## config.mk

```make
export PLATFORM = sky130hd
export DESIGN_NAME = mult_div_iter
export DESIGN_NICKNAME = d
export VERILOG_FILES = /design/src/rtl/mult_div_pkg.sv /design/src/rtl/mult_div_iter.sv
export SDC_FILE = /design/constraint.sdc
export NUM_CORES = 1
export LEC_CHECK = 0
export CORE_UTILIZATION = 40
export DETAILED_ROUTE_END_ITERATION = 16
export GPL_TIMING_DRIVEN = 1
export PLACE_DENSITY = 0.67
export SLEW_MARGIN = 15
export SYNTH_ARGS = -nofsm -noshare
export SYNTH_HDL_FRONTEND = slang
export SYNTH_SLANG_ARGS = --single-unit
```

## constraint.sdc

```tcl
create_clock -name clk -period 8.4 [get_ports clk]
set_clock_uncertainty 0.15 [all_clocks]
set_input_delay 1.26 -clock clk [delete_from_list [all_inputs] [get_ports clk]]
set_output_delay 1.26 -clock clk [all_outputs]
set_load 0.03 [all_outputs]
```

## src/rtl/mult_div_pkg.sv

```systemverilog
// Shared definitions for the iterative multiply/divide unit: op encodings,
// FSM state type and small op-decode helpers.
package mult_div_pkg;

    localparam logic [1:0] OP_MULT  = 2'b00;
    localparam logic [1:0] OP_MULTU = 2'b01;
    localparam logic [1:0] OP_DIV   = 2'b10;
    localparam logic [1:0] OP_DIVU  = 2'b11;

    typedef enum logic [2:0] {
        IDLE,
        LOAD,
        CALC,
        FIX,
        DONE
    } md_state_t;

    function automatic logic op_is_div(input logic [1:0] op);
        return op[1];
    endfunction

    function automatic logic op_is_signed(input logic [1:0] op);
        return ~op[0];
    endfunction

endpackage

```

## src/rtl/mult_div_iter.sv

```systemverilog
// Iterative signed/unsigned WIDTH x WIDTH multiply and WIDTH / WIDTH divide,
// one bit per cycle, with start/busy/done handshake and HI/LO result registers.
module mult_div_iter
    import mult_div_pkg::*;
#(
    parameter int WIDTH = 32
) (
    input  logic             clk,
    input  logic             reset,
    input  logic             start,
    input  logic [1:0]       op,
    input  logic [WIDTH-1:0] a,
    input  logic [WIDTH-1:0] b,
    output logic             busy,
    output logic             done,
    output logic [WIDTH-1:0] hi,
    output logic [WIDTH-1:0] lo,
    output logic             div_zero
);

    localparam int CW = $clog2(WIDTH + 1);

    md_state_t        r_state;
    md_state_t        w_next_state;

    logic [1:0]       r_op;
    logic [2*WIDTH:0] r_work;      // mult: {carry, product}; div: {remainder, quotient}
    logic [WIDTH-1:0] r_divisor;   // multiplicand or divisor magnitude
    logic [CW-1:0]    r_count;
    logic             r_neg_q;     // negate product (mult) or quotient (div)
    logic             r_neg_r;     // negate remainder
    logic             r_dz_pending;
    logic             r_busy;
    logic             r_done;
    logic [WIDTH-1:0] r_hi;
    logic [WIDTH-1:0] r_lo;
    logic             r_div_zero;

    logic             w_is_div;
    logic             w_is_signed;
    logic             w_a_sign;
    logic             w_b_sign;
    logic [WIDTH-1:0] w_a_neg;
    logic [WIDTH-1:0] w_b_neg;
    logic [WIDTH-1:0] w_a_mag;
    logic [WIDTH-1:0] w_b_mag;
    logic             w_b_zero;

    logic [WIDTH:0]   w_mul_sum;
    logic [2*WIDTH:0] w_mul_next;
    logic [WIDTH:0]   w_div_shift;
    logic [WIDTH:0]   w_div_diff;
    logic             w_div_ge;
    logic [2*WIDTH:0] w_div_next;

    logic [2*WIDTH-1:0] w_prod_neg;
    logic [WIDTH-1:0]   w_rem_fix;
    logic [WIDTH-1:0]   w_quo_fix;

    assign w_is_div    = op_is_div(r_op);
    assign w_is_signed = op_is_signed(r_op);

    // In LOAD, r_work[WIDTH-1:0] and r_divisor still hold the raw operands.
    assign w_a_sign = w_is_signed & r_work[WIDTH-1];
    assign w_b_sign = w_is_signed & r_divisor[WIDTH-1];
    assign w_a_neg  = -r_work[WIDTH-1:0];
    assign w_b_neg  = -r_divisor;
    assign w_a_mag  = w_a_sign ? w_a_neg : r_work[WIDTH-1:0];
    assign w_b_mag  = w_b_sign ? w_b_neg : r_divisor;
    assign w_b_zero = (r_divisor == '0);

    // Shift-add step: add multiplicand into the upper half, then shift right.
    assign w_mul_sum  = {1'b0, r_work[2*WIDTH-1:WIDTH]} + {1'b0, r_divisor};
    assign w_mul_next = r_work[0] ? {1'b0, w_mul_sum, r_work[WIDTH-1:1]}
                                  : {1'b0, r_work[2*WIDTH:1]};

    // Restoring step: shift in next dividend bit, subtract when it fits.
    assign w_div_shift = {r_work[2*WIDTH-1:WIDTH], r_work[WIDTH-1]};
    assign w_div_diff  = w_div_shift - {1'b0, r_divisor};
    assign w_div_ge    = (w_div_shift >= {1'b0, r_divisor});
    assign w_div_next  = w_div_ge ? {w_div_diff,  r_work[WIDTH-2:0], 1'b1}
                                  : {w_div_shift, r_work[WIDTH-2:0], 1'b0};

    assign w_prod_neg = -r_work[2*WIDTH-1:0];
    assign w_rem_fix  = r_neg_r ? -r_work[2*WIDTH-1:WIDTH] : r_work[2*WIDTH-1:WIDTH];
    assign w_quo_fix  = r_neg_q ? -r_work[WIDTH-1:0]       : r_work[WIDTH-1:0];

    always_ff @(posedge clk or negedge reset) begin
        if (!reset) begin
            r_state <= IDLE;
        end else begin
            // NOTE: sequential state uses non-blocking (<=) so every register
            // samples pre-edge values and process ordering cannot matter.
            r_state <= w_next_state;
        end
    end

    always_comb begin
        // NOTE: default assigned first so every path drives the signal and no
        // latch is inferred.
        w_next_state = r_state;
        unique case (r_state)
            IDLE: if (start) w_next_state = LOAD;
            LOAD: w_next_state = (w_is_div && w_b_zero) ? DONE : CALC;
            CALC: if (r_count == CW'(WIDTH - 1)) w_next_state = FIX;
            FIX:  w_next_state = DONE;
            DONE: w_next_state = IDLE;
            default: w_next_state = IDLE;
        endcase
    end

    always_ff @(posedge clk or negedge reset) begin
        if (!reset) begin
            r_op         <= OP_MULT;
            r_work       <= '0;
            r_divisor    <= '0;
            r_count      <= '0;
            r_neg_q      <= 1'b0;
            r_neg_r      <= 1'b0;
            r_dz_pending <= 1'b0;
            r_busy       <= 1'b0;
            r_done       <= 1'b0;
            r_hi         <= '0;
            r_lo         <= '0;
            r_div_zero   <= 1'b0;
        end else begin
            r_done <= 1'b0;
            unique case (r_state)
                IDLE: begin
                    r_busy <= start;
                    if (start) begin
                        r_op       <= op;
                        r_work     <= {{(WIDTH + 1){1'b0}}, a};
                        r_divisor  <= b;
                        r_div_zero <= 1'b0;
                    end
                end
                LOAD: begin
                    r_work       <= {{(WIDTH + 1){1'b0}}, w_a_mag};
                    r_divisor    <= w_b_mag;
                    r_neg_q      <= w_a_sign ^ w_b_sign;
                    r_neg_r      <= w_a_sign;
                    r_dz_pending <= w_is_div & w_b_zero;
                    r_count      <= '0;
                end
                CALC: begin
                    r_work  <= w_is_div ? w_div_next : w_mul_next;
                    r_count <= r_count + CW'(1);
                end
                FIX: begin
                    if (w_is_div) begin
                        r_work <= {1'b0, w_rem_fix, w_quo_fix};
                    end else if (r_neg_q) begin
                        r_work <= {1'b0, w_prod_neg};
                    end
                end
                DONE: begin
                    r_done     <= 1'b1;
                    r_div_zero <= r_dz_pending;
                    if (!r_dz_pending) begin
                        r_hi <= r_work[2*WIDTH-1:WIDTH];
                        r_lo <= r_work[WIDTH-1:0];
                    end
                end
                default: ;
            endcase
        end
    end

    assign busy     = r_busy;
    assign done     = r_done;
    assign hi       = r_hi;
    assign lo       = r_lo;
    assign div_zero = r_div_zero;

endmodule

```

==> results.md <==
| Metric | Value | Unit |
|---|---|---|
| Status | finished, final reports clean | - |
| Switching power total | 0.004141 | W |
| First-pass GRT wire length | 75220 | microns |
| Fraction of the core area covered by cells at the end of the flow | 47.24 | % |
| Reg-to-Reg End | r_work[32] | - |
| Most used standard cell by instance count after synthesis | sky130_fd_sc_hd__dfrtp_1 | - |
| Kind of end point of the critical path | flip-flop | - |
| Setup TNS Final | 0 | ns |
| Type of the worst setup path | flip-flop to flip-flop | - |
| Total iterations of the first detailed-routing run | 6 | - |
| Count of unresolved DRC violations after routing | 0 | - |
| Quantity of hold-fixing buffers added after cts | 0 | - |
| Die width | 189.4 | microns |
| Power Density | 485.6 | nW/um^2 |
| Ranking of synthesized cells by area | sky130_fd_sc_hd__dfrtp_1 (32%), sky130_fd_sc_hd__mux2_2 (7.4%), sky130_fd_sc_hd__ha_1 (6.1%) | - |
| Overall die area | 35880 | sq um |
| Net count of the finished layout | 1889 | - |
| Routability-driven placement congestion ratio | 0.9828 | - |
| Number of placement rows | 68 | - |
| Setup-violating endpoint count in the final report | 0 | - |
| Share of the yosys chip area belonging to registers | 31.70 | % |
| Peak supply drop | 240.0 | uV |
| Cell accounting for the most synthesized area | sky130_fd_sc_hd__dfrtp_1 | - |
| Number of slew-limit violations in the final report | 0 | - |
| Via count of the first global-routing pass | 13330 | - |
| CTS H-tree depth | 4 | - |
| Register clock-pin slew on the reported worst setup and hold paths | 0.08 | ns |
| Mapped cell area | 14050 | sq um |
| Buffer count from post-CTS setup fixing | 0 | - |
| Starting DRC count in detailed routing | 1455 | - |
| Number of antenna violations at the first check in global routing | 0 | - |
| Routed Antenna Nets | 0 | - |
| Met3 wirelength from detailed routing | 3635 | microns |
| Worst setup slack for register-to-register paths | 4.24 | ns |
| Largest net degree at the start of global routing | 118 | - |
| Vias | 13860 | - |
| Worst slew margin | 32.82 | % |
| GRT Overall Usage | 26.73 | % |
| # IOs | 136 | - |
| Type of the worst min-delay path | flip-flop to flip-flop | - |
| Gate count of the mapped netlist | 1686 | - |
| Skew-Pair Late Insertion Delay | 0.47 | ns |
| Avg Cell Area, Syn | 8.335 | sq um |
| Layout Area Growth over Synthesis | 16.13 | % |
| Count of cells along the worst register-to-register path | 12 | - |
| Leakage power of the design | 6.867 | nW |
| CTS Sinks | 178 | - |
| Clock tree buffer depth | 2 | - |
| Number of warnings reported in the yosys synthesis log | 0 | - |
| Measured slew at the worst slew-check pin | 1.005 | ns |
| Switching part of the total | 52.26 | % |
| TritonCTS clock tree | yes | - |
| Maximum fanout encountered on the critical timing path | 37 | - |
| Final Routed Wirelength | 47780 | microns |
| Fraction of layout instances using a drive strength above 1 | 9.416 | % |
| Capturing instance or port of the critical path | r_work[32] | - |
| Vias per inst | 6.250 | - |
| Die height | 189.4 | microns |
| WL met1 | 21330 | microns |
| Number of enable-type register cells in the synthesized netlist | 0 | - |
| Most numerous cell types in the synthesized netlist | sky130_fd_sc_hd__dfrtp_1 (178), sky130_fd_sc_hd__o21ai_0 (143), sky130_fd_sc_hd__nor2_1 (134) | - |
| Top Layer Used | met4 | - |
| Highest attainable clock frequency | 240.2 | MHz |
| Portion of total power attributed to sequential cells | 23.3 | % |
| Clock Power Share | 10.9 | % |
| Initial standard-cell utilization of the core | 40.68 | % |
| Pint | 0.003783 | W |
| Unrepaired setup endpoints after global routing | no | - |
| Critical Path Start Type | flip-flop | - |
| Number of synthesized register bits | 178 | - |
| Count of different cell masters after synthesis | 79 | - |
| Launch instance of the worst register-to-register path | r_divisor[1] | - |
| Endpoint arrival time on the critical path | 4.35 | ns |
| Required time of the critical path | 8.59 | ns |
| Final routed wire length divided by cell count | 21.54 | microns |
| Routed length on met2 | 21090 | microns |
| Hold Violations, Final | 0 | - |
| Core area | 34540 | sq um |
| Main synth FF type | sky130_fd_sc_hd__dfrtp_1 | - |
| Global route total overflow | 0 | - |
| Period minus WS final | 4.164 | ns |
| Post_cts resized | 0 | - |
| Period Utilization, post-route | 49.57 | % |
| Number of antenna diodes | 0 | - |
| Detail Placement HPWL | 33850 | microns |
| Async S/R FF share, synth | 100.0 | % |
| Cell chosen for the clock root | sky130_fd_sc_hd__clkbuf_16 | - |
| Number of nets produced by synthesis | 1825 | - |
| Port-buffer cells | 135 | - |
| Total clock buffers created by CTS | 17 | - |
| Area share of the leading cell type in the synthesized netlist | 31.70 | % |
| Share of power burned in combinational logic | 65.8 | % |
| Max Cap Violations | 0 | - |
| Timing startpoint of the critical path | r_divisor[1] | - |
-- routing by layer --
layer / up-vias / GRT usage (%)
li1: 6444 / -
met1: 6691 / 36.82
met2: 635 / 40.80
met3: 93 / 5.042
met4: 0 / 11.26
met5: - / 0
-- cell families after synthesis --
group / Yosys count / share of synthesized area (%)
buffers and inverters: 173 / 4.772
adders and majority gates: 70 / 6.340
muxes: 116 / 9.091
xor gates and xnor gates: 56 / 3.490
AOI/OAI and AO/OA: 550 / 25.71
and+or+nand+nor: 543 / 18.90
DFF: 178 / 31.70
-- state kept, by name (all words and copies together), names as in the netlist --
signal	cells
lo	32
r_work	65
r_count	6
r_divisor	32
r_state	3
done	1
div_zero	1
busy	1
r_neg_q	1
hi	32
r_dz_pending	1
r_neg_r	1
r_op	2
-- cell type report --
type                    count  area (sq um)
clock buffers              18         439.2
clock inverters            14         172.7
fillers                  3429         18220
inverters                  67         251.5
multi-input cells        1335          8956
flip-flops and latches    178          4456
well taps                 455         569.3
repair buffers            151          1475
-- worst max-delay path, stage by stage, from the launching register on --
cell and delay, ns:
sky130_fd_sc_hd__dfrtp_1 0.49, sky130_fd_sc_hd__inv_1 0.14, sky130_fd_sc_hd__ha_1 0.31, sky130_fd_sc_hd__nor2b_1 0.15, sky130_fd_sc_hd__o2111ai_1 0.25, sky130_fd_sc_hd__nand4b_1 0.22
sky130_fd_sc_hd__nor2_1 0.21, sky130_fd_sc_hd__o21ai_1 0.28, sky130_fd_sc_hd__a211oi_4 0.59, sky130_fd_sc_hd__buf_4 0.54, sky130_fd_sc_hd__mux2_1 0.21, sky130_fd_sc_hd__a21oi_1 0.06
sky130_fd_sc_hd__or3_1 0.40
-- cell usage in the layout (no fill, tap or decap), drive strengths merged, types with 7 or more instances in the layout --
cell and n:
or2 8, nand2 126, and2 7, a211oi 25, dfrtp 178, o31ai 15, a221oi 23, a311oi 7
buf 16, or4 7, mux2i 23, nor2 135, o21ai 166, a222oi 12, o311ai 8, or3 28
clkbuf 19, o21a 16, inv 72, a22oi 8, and3 19, nor4 22, mux2 93, clkdlybuf4s50 134
nor3 96, ha 68, xor2 26, nand4 25, a21o 35, nor2b 16, nand3 28, a221o 18
xnor2 30, o211ai 14, a21oi 117, nand2b 12, a31o 7, a31oi 12, a211o 8, o22ai 16
-- power by group through the flow --
| stage | logic (W) | registers, W | clock network (W) |
|---|---|---|---|
| 2_1_floorplan | 0.00359 | 0.00183 | 0 |
| 3_3_place_gp | 0.00506 | 0.00183 | 0 |
| 3_5_place_dp | 0.00512 | 0.00184 | 0 |
| 4_1_cts | 0.00515 | 0.00183 | 0.000874 |
| 5_1_grt | 0.00568 | 0.00191 | 0.000905 |
| 6_report | 0.00521 | 0.00184 | 0.000868 |
-- metrics by stage --
step	setup WS (ns)	total power [W]	hold WS (ns)	instance area [sq um]	cells
6_report	4.236	0.007924	0.3471	16320	2218
4_1_cts	4.297	0.007848	0.3455	16320	2218
5_1_grt	3.987	0.008490	0.3618	16320	2218
3_5_place_dp	4.035	0.006958	0.3286	15710	2186
3_3_place_gp	4.123	0.006885	0.3105	15710	2186
2_1_floorplan	4.884	0.005414	0.2944	14050	1686
-- worst min-delay path by stage --
stage,startpoint,endpoint,depth (start not counted)
after global placement,r_neg_r,r_neg_r,2
after CTS,r_neg_r,r_neg_r,2
final,r_neg_r,r_neg_r,2
after global routing,r_neg_r,r_neg_r,2
after detailed placement,r_neg_r,r_neg_r,2
after floorplan,r_neg_r,r_neg_r,2
Note: power is estimated with default switching activity, not from simulation.
